**src/rtl/fifo_grant_gen_mc_pkg.sv**
```systemverilog
// Shared types and constants for the multi-channel FIFO grant generator.
package fifo_grant_gen_mc_pkg;

    typedef enum logic [1:0] {
        GM_OFF   = 2'd0,
        GM_RAND  = 2'd1,
        GM_ON    = 2'd2,
        GM_BURST = 2'd3
    } grant_mode_e;

    typedef enum logic {
        BS_ON  = 1'b0,
        BS_OFF = 1'b1
    } burst_state_e;

    // Galois mask for x^16+x^14+x^13+x^11+1 (right-shifting form)
    localparam logic [15:0] GRANT_LFSR_POLY   = 16'hB400;
    localparam logic [15:0] GRANT_SEED_STRIDE = 16'h1F35;

    // Raw per-channel seed before truncation and zero substitution.
    function automatic logic [15:0] grant_seed(input logic [15:0] base, input int unsigned ch);
        return base ^ 16'(ch * 32'(GRANT_SEED_STRIDE));
    endfunction

endpackage

```
**src/rtl/fifo_grant_gen_mc_ch.sv**
```systemverilog
// One grant channel: free-running LFSR, burst on/off FSM and registered grant.
// Optional stall guard is built when FIFO_GRANT_GEN_STALL_GUARD_EN is defined.
module fifo_grant_gen_mc_ch
    import fifo_grant_gen_mc_pkg::*;
#(
    parameter int unsigned CH_IDX  = 0,
    parameter int unsigned BW_W    = 8,
    parameter int unsigned LFSR_W  = 16,
    parameter logic [15:0] SEED    = 16'hACE1,
    parameter int unsigned BURST_W = 8
`ifdef FIFO_GRANT_GEN_STALL_GUARD_EN
    ,
    parameter int unsigned MAX_STALL = 16
`endif
) (
    input  logic               clk,
    input  logic               rst_n,
    input  logic               cfg_we,
    input  grant_mode_e        mode,
    input  logic [BW_W-1:0]    bw,
    input  logic [BURST_W-1:0] on_len,
    input  logic [BURST_W-1:0] off_len,
    input  logic               en,
    output logic               grant
`ifdef FIFO_GRANT_GEN_STALL_GUARD_EN
    ,
    output logic               stall_force
`endif
);

    localparam logic [LFSR_W-1:0]  POLY     = LFSR_W'(GRANT_LFSR_POLY);
    localparam logic [LFSR_W-1:0]  SEED_RAW = LFSR_W'(grant_seed(SEED, CH_IDX));
    localparam logic [LFSR_W-1:0]  SEED_CH  = (SEED_RAW == '0) ? LFSR_W'(1) : SEED_RAW;
    localparam logic [BURST_W-1:0] ONE      = BURST_W'(1);

    logic [LFSR_W-1:0]  lfsr_q, lfsr_d;
    burst_state_e       bstate_q, bstate_d;
    logic [BURST_W-1:0] bcnt_q, bcnt_d;
    logic               burst_on;
    logic               nat_grant;
    logic               grant_d;

`ifdef FIFO_GRANT_GEN_STALL_GUARD_EN
    localparam int unsigned STALL_W = $clog2(MAX_STALL + 1);
    logic [STALL_W-1:0] stall_q, stall_d;
    logic               force_d;
`endif

    // LFSR step and burst FSM next state; a config write restarts the burst in ON
    always_comb begin
        lfsr_d   = {1'b0, lfsr_q[LFSR_W-1:1]} ^ (lfsr_q[0] ? POLY : '0);
        bstate_d = bstate_q;
        bcnt_d   = bcnt_q;
        if (cfg_we) begin
            bstate_d = BS_ON;
            bcnt_d   = '0;
        end else if (en) begin
            case (bstate_q)
                BS_ON: begin
                    if (on_len == '0) begin
                        bstate_d = BS_OFF;
                        bcnt_d   = '0;
                    end else if (off_len == '0) begin
                        bcnt_d = bcnt_q;
                    end else if (bcnt_q == on_len - ONE) begin
                        bstate_d = BS_OFF;
                        bcnt_d   = '0;
                    end else begin
                        bcnt_d = bcnt_q + ONE;
                    end
                end
                BS_OFF: begin
                    if (on_len == '0) begin
                        bcnt_d = bcnt_q;
                    end else if ((off_len == '0) || (bcnt_q == off_len - ONE)) begin
                        bstate_d = BS_ON;
                        bcnt_d   = '0;
                    end else begin
                        bcnt_d = bcnt_q + ONE;
                    end
                end
                default: begin
                    bstate_d = BS_ON;
                    bcnt_d   = '0;
                end
            endcase
        end
    end

    // Natural grant from mode, then optional starvation override
    always_comb begin
        burst_on  = (bstate_q == BS_ON) && (on_len != '0);
        nat_grant = 1'b0;
        case (mode)
            GM_OFF:   nat_grant = 1'b0;
            GM_RAND:  nat_grant = (lfsr_q[BW_W-1:0] < bw);
            GM_ON:    nat_grant = 1'b1;
            GM_BURST: nat_grant = burst_on;
            default:  nat_grant = 1'b0;
        endcase
        nat_grant = nat_grant & en;
        grant_d   = nat_grant;
`ifdef FIFO_GRANT_GEN_STALL_GUARD_EN
        force_d = 1'b0;
        stall_d = '0;
        if (en && (mode != GM_OFF) && !nat_grant) begin
            if (stall_q == STALL_W'(MAX_STALL - 1)) begin
                grant_d = 1'b1;
                force_d = 1'b1;
            end else begin
                stall_d = stall_q + STALL_W'(1);
            end
        end
        if (cfg_we) begin
            stall_d = '0;
        end
`endif
    end

    always_ff @(posedge clk or negedge rst_n) begin
        if (!rst_n) begin
            lfsr_q   <= SEED_CH;
            bstate_q <= BS_ON;
            bcnt_q   <= '0;
            grant    <= 1'b0;
`ifdef FIFO_GRANT_GEN_STALL_GUARD_EN
            stall_q     <= '0;
            stall_force <= 1'b0;
`endif
        end else begin
            lfsr_q   <= lfsr_d;
            bstate_q <= bstate_d;
            bcnt_q   <= bcnt_d;
            grant    <= grant_d;
`ifdef FIFO_GRANT_GEN_STALL_GUARD_EN
            stall_q     <= stall_d;
            stall_force <= force_d;
`endif
        end
    end

endmodule

```
**src/rtl/fifo_grant_gen_mc.sv**
```systemverilog
// Multi-channel grant/back-pressure generator: shared config registers, NUM_CH channels.
// Optional stall guard and stall_force_o port via FIFO_GRANT_GEN_STALL_GUARD_EN.
module fifo_grant_gen_mc
    import fifo_grant_gen_mc_pkg::*;
#(
    parameter int unsigned NUM_CH  = 4,
    parameter int unsigned BW_W    = 8,
    parameter int unsigned LFSR_W  = 16,
    parameter logic [15:0] SEED    = 16'hACE1,
    parameter int unsigned BURST_W = 8
`ifdef FIFO_GRANT_GEN_STALL_GUARD_EN
    ,
    parameter int unsigned MAX_STALL = 16
`endif
) (
    input  logic               clk,
    input  logic               rst_n,
    input  logic               cfg_we,
    input  logic [1:0]         mode_i,
    input  logic [BW_W-1:0]    bw_i,
    input  logic [BURST_W-1:0] on_len_i,
    input  logic [BURST_W-1:0] off_len_i,
    input  logic [NUM_CH-1:0]  ch_en_i,
    output logic [NUM_CH-1:0]  grant_o
`ifdef FIFO_GRANT_GEN_STALL_GUARD_EN
    ,
    output logic [NUM_CH-1:0]  stall_force_o
`endif
);

    grant_mode_e        mode_q;
    logic [BW_W-1:0]    bw_q;
    logic [BURST_W-1:0] on_len_q;
    logic [BURST_W-1:0] off_len_q;

    always_ff @(posedge clk or negedge rst_n) begin
        if (!rst_n) begin
            mode_q    <= GM_OFF;
            bw_q      <= '0;
            on_len_q  <= '0;
            off_len_q <= '0;
        end else if (cfg_we) begin
            mode_q    <= grant_mode_e'(mode_i);
            bw_q      <= bw_i;
            on_len_q  <= on_len_i;
            off_len_q <= off_len_i;
        end
    end

    for (genvar c = 0; c < NUM_CH; c++) begin : g_ch
        fifo_grant_gen_mc_ch #(
            .CH_IDX   (32'(c)),
            .BW_W     (BW_W),
            .LFSR_W   (LFSR_W),
            .SEED     (SEED),
            .BURST_W  (BURST_W)
`ifdef FIFO_GRANT_GEN_STALL_GUARD_EN
            ,
            .MAX_STALL(MAX_STALL)
`endif
        ) u_ch (
            .clk        (clk),
            .rst_n      (rst_n),
            .cfg_we     (cfg_we),
            .mode       (mode_q),
            .bw         (bw_q),
            .on_len     (on_len_q),
            .off_len    (off_len_q),
            .en         (ch_en_i[c]),
            .grant      (grant_o[c])
`ifdef FIFO_GRANT_GEN_STALL_GUARD_EN
            ,
            .stall_force(stall_force_o[c])
`endif
        );
    end

endmodule
```
**config.mk**
```make
export PLATFORM = sky130hd
export DESIGN_NAME = fifo_grant_gen_mc
export DESIGN_NICKNAME = d
export VERILOG_FILES = /design/src/rtl/fifo_grant_gen_mc_pkg.sv /design/src/rtl/fifo_grant_gen_mc_ch.sv /design/src/rtl/fifo_grant_gen_mc.sv
export SDC_FILE = /design/constraint.sdc
export NUM_CORES = 1
export LEC_CHECK = 0
export CAP_MARGIN = 20
export CORE_MARGIN = 2
export CORE_UTILIZATION = 50
export CTS_BUF_LIST = sky130_fd_sc_hd__clkbuf_2
export CTS_CLUSTER_DIAMETER = 200
export DETAILED_ROUTE_END_ITERATION = 10
export GPL_TIMING_DRIVEN = 0
export PLACE_DENSITY = 0.76
export SLEW_MARGIN = 20
export SYNTH_ARGS = -nofsm -noshare
export SYNTH_HDL_FRONTEND = slang
export SYNTH_SLANG_ARGS = --single-unit
export TNS_END_PERCENT = 50
```
**constraint.sdc**
```tcl
create_clock -name clk -period 4.79 [get_ports clk]
set_input_delay 1.1975 -clock clk [delete_from_list [all_inputs] [get_ports clk]]
set_output_delay 1.1975 -clock clk [all_outputs]
set_load 0.02 [all_outputs]
```
# [Word-level counts from Yosys, hierarchy flattened]
# Cells that the tools add are included.
[word_totals] out_inout_bits=4 latch_bits=0 reg_bits=130 rom_bits=0 mem_count=0 elab_cells=153 ram_bits=0
[classes] add_sub_neg=6 mul=0 div=0 n_reduce_logical=20 bitwise=12 n_eq_ne=19 magnitude_cmp=4 n_shift=0 mux=72
[op_table] op="$mux W8" n=28
[op_table] op="$eq A8 B8 Y1" n=8
[op_table] op="$mux W16" n=4
[op_table] op="$pmux W8 S2" n=4
[op_table] op="$xor A15 B16 Y16" n=4
[op_table] op="$add A8 B1 Y8 const B" n=4
[op_table] op="$lt A8 B8 Y1" n=4
[op_table] op="$mux W1" n=28
[op_table] op="$logic_not A8 Y1" n=2
[op_table] op="$pmux W1 S4" n=4
[op_table] op="$sub A8 B1 Y8 const B" n=2
[op_table] op="$ne A3 B3 Y1 const B" n=4
[op_table] op="$ne A4 B4 Y1 const B" n=3
[op_table] op="$reduce_and A3 Y1" n=4
[op_table] op="$pmux W1 S2" n=4
[op_table] op="$reduce_bool A2 Y1" n=4
[op_table] op="$reduce_bool A8 Y1" n=1
[op_table] op="$and A1 B1 Y1" n=4
[op_table] op="$eq A2 B2 Y1 const B" n=2
[op_table] op="$logic_and A1 B1 Y1" n=4
[op_table] op="$logic_or A1 B1 Y1" n=4
[op_table] op="$ne A4 B3 Y1 const B" n=1
[op_table] op="$not A1 Y1" n=4
[op_table] op="$eq A2 B1 Y1 const B" n=1
[op_table] op="$logic_not A2 Y1" n=1

# [Logic depth before layout (Yosys ltp)]
[depth] ltp_word=8 ltp_mapped=13 depth_no_buf=10

# [Cells and area by module]
# A second synthesis with hierarchy kept.
[unflattened] cells_unflattened=836 area_unflattened_um2=8177.8
[modules_own_cells] module="fifo_grant_gen_mc_ch (g_ch[3].u_ch)" cells_each=190 seq_area_each_um2=664.4 instances=1 area_per_inst_um2=1793.0
[modules_own_cells] module="fifo_grant_gen_mc_ch (g_ch[1].u_ch)" cells_each=197 seq_area_each_um2=661.9 instances=1 area_per_inst_um2=1773.0
[modules_own_cells] module="fifo_grant_gen_mc_ch (g_ch[0].u_ch)" cells_each=197 seq_area_each_um2=660.6 instances=1 area_per_inst_um2=1771.7
[modules_own_cells] module="fifo_grant_gen_mc_ch (g_ch[2].u_ch)" cells_each=197 seq_area_each_um2=659.4 instances=1 area_per_inst_um2=1770.4
[modules_own_cells] module="fifo_grant_gen_mc" cells_each=55 seq_area_each_um2=650.6 instances=1 area_per_inst_um2=1069.8

# [Worst setup path before layout]
# Ideal clock, no wire load.
[synth_timing] path_kind="register -> register" startpoint="reg off_len_q[0]" endpoint="reg g_ch[2].u_ch.bcnt_q[0]" path_buffers=2 arrival_ns=2.669 path_slack_ns=1.997 path_stages_with_launch=12 setup_time_ns=0.125 period_less_slack_ns=2.793 cell_sequence="dfrtp_1 > buf_2 > inv_1 > ha_1 > nor3b_2 > nor3b_1 > xnor3_1 > or4b_1 > o211ai_1 > a21oi_2 > buf_4 > mux2_2"
[synth_between] elab_chain_len=8
[synth_rtl] element="start, declared" line="fifo_grant_gen_mc.sv:34" text="logic [BURST_W-1:0] off_len_q;"
[synth_rtl] element="start signal, assigned" line="fifo_grant_gen_mc.sv:46" text="off_len_q <= off_len_i;"
[synth_rtl] element="$sub A8 B1 Y8" line="fifo_grant_gen_mc_ch.sv:75" text="end else if ((off_len == '0) || (bcnt_q == off_len - ONE)) begin"
[synth_rtl] element="$eq A8 B8 Y1" line="fifo_grant_gen_mc_ch.sv:75"
[synth_rtl] element="$logic_or A1 B1 Y1" line="fifo_grant_gen_mc_ch.sv:75"
[synth_rtl] element="$mux W8" line="fifo_grant_gen_mc_ch.sv:75"
[synth_rtl] element="$mux W8" line="fifo_grant_gen_mc_ch.sv:73" text="if (on_len == '0) begin"
[synth_rtl] element="$pmux W8 S2" line="fifo_grant_gen_mc_ch.sv:58" text="case (bstate_q)"
[synth_rtl] element="$mux W8" line="fifo_grant_gen_mc_ch.sv:57" text="end else if (en) begin"
[synth_rtl] element="$mux W8" line="fifo_grant_gen_mc_ch.sv:54" text="if (cfg_we) begin"
[synth_rtl] element="end signal, assigned" line="fifo_grant_gen_mc_ch.sv:133" text="bcnt_q <= bcnt_d;"
[synth_rtl] element="end, declared" line="fifo_grant_gen_mc_ch.sv:38" text="logic [BURST_W-1:0] bcnt_q, bcnt_d;"
# Parallel ways exist; a longest one is shown, timed or not. The select of a mux whose other input is x is not followed.
# A chain may end at the register's enable or synchronous reset.

# [Final worst setup path]
[layout_timing] startpoint="reg on_len_q[0]" endpoint="reg g_ch[2].u_ch.bcnt_q[6]"
[layout_between] elab_chain_len=8
[layout_rtl] element="start, declared" line="fifo_grant_gen_mc.sv:33" text="logic [BURST_W-1:0] on_len_q;"
[layout_rtl] element="start signal, assigned" line="fifo_grant_gen_mc.sv:45" text="on_len_q <= on_len_i;"
[layout_rtl] element="$sub A8 B1 Y8" line="fifo_grant_gen_mc_ch.sv:65" text="end else if (bcnt_q == on_len - ONE) begin"
[layout_rtl] element="$eq A8 B8 Y1" line="fifo_grant_gen_mc_ch.sv:65"
[layout_rtl] element="$mux W8" line="fifo_grant_gen_mc_ch.sv:65"
[layout_rtl] element="$mux W8" line="fifo_grant_gen_mc_ch.sv:63" text="end else if (off_len == '0) begin"
[layout_rtl] element="$mux W8" line="fifo_grant_gen_mc_ch.sv:60" text="if (on_len == '0) begin"
[layout_rtl] element="$pmux W8 S2" line="fifo_grant_gen_mc_ch.sv:58"
[layout_rtl] element="$mux W8" line="fifo_grant_gen_mc_ch.sv:57"
[layout_rtl] element="$mux W8" line="fifo_grant_gen_mc_ch.sv:54"
# Parallel ways exist; a longest one is shown, timed or not. The select of a mux whose other input is x is not followed.

==> results.txt <==
Syn Nets: 675
buffer depth of the longest clock path: 2
1st-pass router iterations: 4
clock network power share: 0.330
largest net degree at the start of global routing: 88
top cell type by total area after synthesis: dfrtp_1
total gr overflow: 0
GP Congestion: 0.939
Synth Instances: 607
top post-synthesis cells by area: dfrtp_1, dfstp_2, xnor3_1
Hold Crit Class: primary input to asynchronous set/reset pin
Worst Path Required: 5420 ps
status: complete, no violations
TritonCTS clock tree: yes
R2R Path Start: on_len_q[0]
initial antenna violation count: 0
Fin. Hold Viols: 0
slowest stage delay, CP: 680 ps
Crit Path Max Fanout: 10
Seq cells post-synth: 130
Via Count: 4894
WL final: 15.6 mm
Max Clock Skew: 42.1 ps
Worst R2R End: g_ch[2].u_ch.bcnt_q[6]
Synth-to-Final Area Change: 13.0%
HPWL after DPL: 10.8 mm
Slew Limit Headroom: 0.423
die area: 14900 um^2
RSZ-0062 raised after global routing: false
Power Density: 309 nW/um^2
Cell variety after synth: 57
WL met3: 1.00 mm
starting density of the core: 0.508
TritonCTS Buffers: 17
CP cell instances: clkbuf_1 -> inv_1 -> ha_1 -> xnor2_1 -> xnor2_1 -> nor3_1 -> nand3_1 -> o21ai_0 -> a21oi_2 -> buf_4 -> a41oi_1 -> a31oi_1
post-synth top area share: 0.341
Final Critical Period: 3510 ps
type of origin of the critical path: register
root buffer cell: clkbuf_2
Final Setup Violations: 0
via/cell ratio: 5.72
Die Wd: 122 um
H-tree lvl count: 4
Max IR drop VDD: 333 uV
cts repair resizes: 0
All-Layer GR Usage: 0.226
most used cell along the critical path: xnor2_1
predominant post-synthesis flop cell: dfrtp_1
worst slew pin tran: 859 ps
Met1 Wirelength: 6.76 mm
FP Rows: 43
Synth warnings: 0
max-slew violations: 0
post-synthesis sequential area ratio: 0.473
Lkg Pwr: 0.00361 uW
die height: 122 um
uppermost layer routed: met4
part of the power in registers: 0.491
CP endpoint kind: register
internal power: 1710 uW
Placeable Area: 13700 um^2
port buffer count: 36
DR WL/cell: 18.2 um
Tot Pwr: 2430 uW
sw frac: 0.297
number of synthesized flops with an enable pin: 0
Core Util, Final: 0.574
slowest CP cell: xnor2_1
Peak Freq: 0.285 GHz
crit path DAT: 4140 ps
Post-DRT Antenna Nets: 0
cell area after synthesis: 6960 um^2
Tcrit/Tclk final: 0.733
combinational share of power: 0.179
DRC Markers: 0
Mean Syn Cell Area: 11.5 um^2
register-to-register setup slack: 1280 ps
post-CTS setup buffer count: 0
top-count cell post-synth: dfrtp_1
ant diodes: 0
layout cell share with drive strength beyond 1: 0.180
Clock transition at path regs: 220 ps
Sink Count: 130
Async S/R FF share, synth: 1.00
first-pass GRT wire length: 25.4 mm
worst setup path class: register to register
fin nets: 731
Final TNS setup: 0 ps
MaxCap Viol Count: 0
hold_buf cts: 0
Starting DRT DRC Count: 389
WL met2: 7.46 mm
I/O pin count: 37
vias in the first global route: 4969
ranking of synthesized cells by instance count: dfrtp_1, nand2_1, dfstp_2, ha_1, xnor2_1
r2r worst-path depth: 12
Net Switching: 722 uW
Clk Latency, worst-skew pair: 750 ps
==> power by group through the flow <==
stage / sequential, uW / combinational (uW) / clock [uW]
floorplan: 1190 / 299 / 0
global placement: 1210 / 413 / 0
detailed placement: 1210 / 430 / 0
CTS: 1190 / 434 / 821
global route: 1200 / 473 / 879
finish: 1190 / 436 / 803
==> routing by layer <==
layer	global-route usage	up-vias
li1	-	2252
met1	0.293	2434
met2	0.366	172
met3	0.0609	36
met4	0.0797	0
met5	0	-
==> layout by cell type, fill, tap and decap left out, drive strengths merged, types with 21 or more instances in the layout <==
cell type      instances
a21oi                 29
xnor2                 36
ha                    35
nand2                 46
nand2b                21
clkbuf                32
dfstp                 35
nor2                  23
inv                   21
xor2                  31
clkdlybuf4s50         35
dfrtp                 95
buf                   22
nand3                 21
==> stage by stage <==
stage | instance area, um^2 | std cells | setup WS [ps] | hold slack (ps)
after floorplan | 6960 | 607 | 2000 | 331
after global placement | 7550 | 823 | -2290 | 335
after detailed placement | 7580 | 824 | 1410 | 343
after CTS | 7870 | 856 | 1380 | 276
after global routing | 7870 | 856 | 1050 | 240
final | 7870 | 856 | 1280 | 324
==> final cells by class <==
type                    count  area [um^2]
plain buffers              34          183
clock buffers              18         90.1
clock inverters            14          203
fillers                  1133         5850
inverters                  16         60.1
multi-input cells         427         3420
flip-flops and latches    130         3300
well taps                 180          225
repair buffers             37          389
==> critical path, delay by kind of cell (launching register included) <==
kind                       cells  cell delay [ps]
adders and majority gates      1              270
DFF                            1              370
xor gates and xnor gates       2              820
and+or+nand+nor                2              340
AOI/OAI and AO/OA              4              670
buffers and inverters          3              910
==> flip-flops by register name, summed over array words and instances, names as in the netlist <==
| register | cells |
|---|---|
| bw_q | 8 |
| g_ch.u_ch.bcnt_q | 32 |
| on_len_q | 8 |
| g_ch.u_ch.grant | 4 |
| g_ch.u_ch.bstate_q | 4 |
| off_len_q | 8 |
| mode_q | 2 |
| g_ch.u_ch.lfsr_q | 64 |
==> logic make-up after synthesis <==
kind of cell             synth area share
AO/OA/AOI/OAI                       0.107
XOR/XNOR                            0.150
adder cells (fa/ha/maj)            0.0629
buffers and inverters              0.0349
flip-flops                          0.473
multiplexers                       0.0275
AND/OR/NAND/NOR                     0.144
==> how the worst max path moves through the flow <==
stage / cells after the start / end / slack, ps / startpoint
6_report: 12 / g_ch[2].u_ch.bcnt_q[6] / 1280 / on_len_q[0]
5_1_grt: 12 / g_ch[2].u_ch.bcnt_q[6] / 1050 / on_len_q[0]
4_1_cts: 12 / g_ch[2].u_ch.bcnt_q[6] / 1380 / on_len_q[0]
3_5_place_dp: 12 / g_ch[3].u_ch.bcnt_q[3] / 1410 / on_len_q[0]
3_3_place_gp: 1 / g_ch[3].u_ch.lfsr_q[11] / -2290 / rst_n
2_1_floorplan: 11 / g_ch[2].u_ch.bcnt_q[0] / 2000 / off_len_q[0]
No activity file was read; power rests on OpenSTA's default activity.
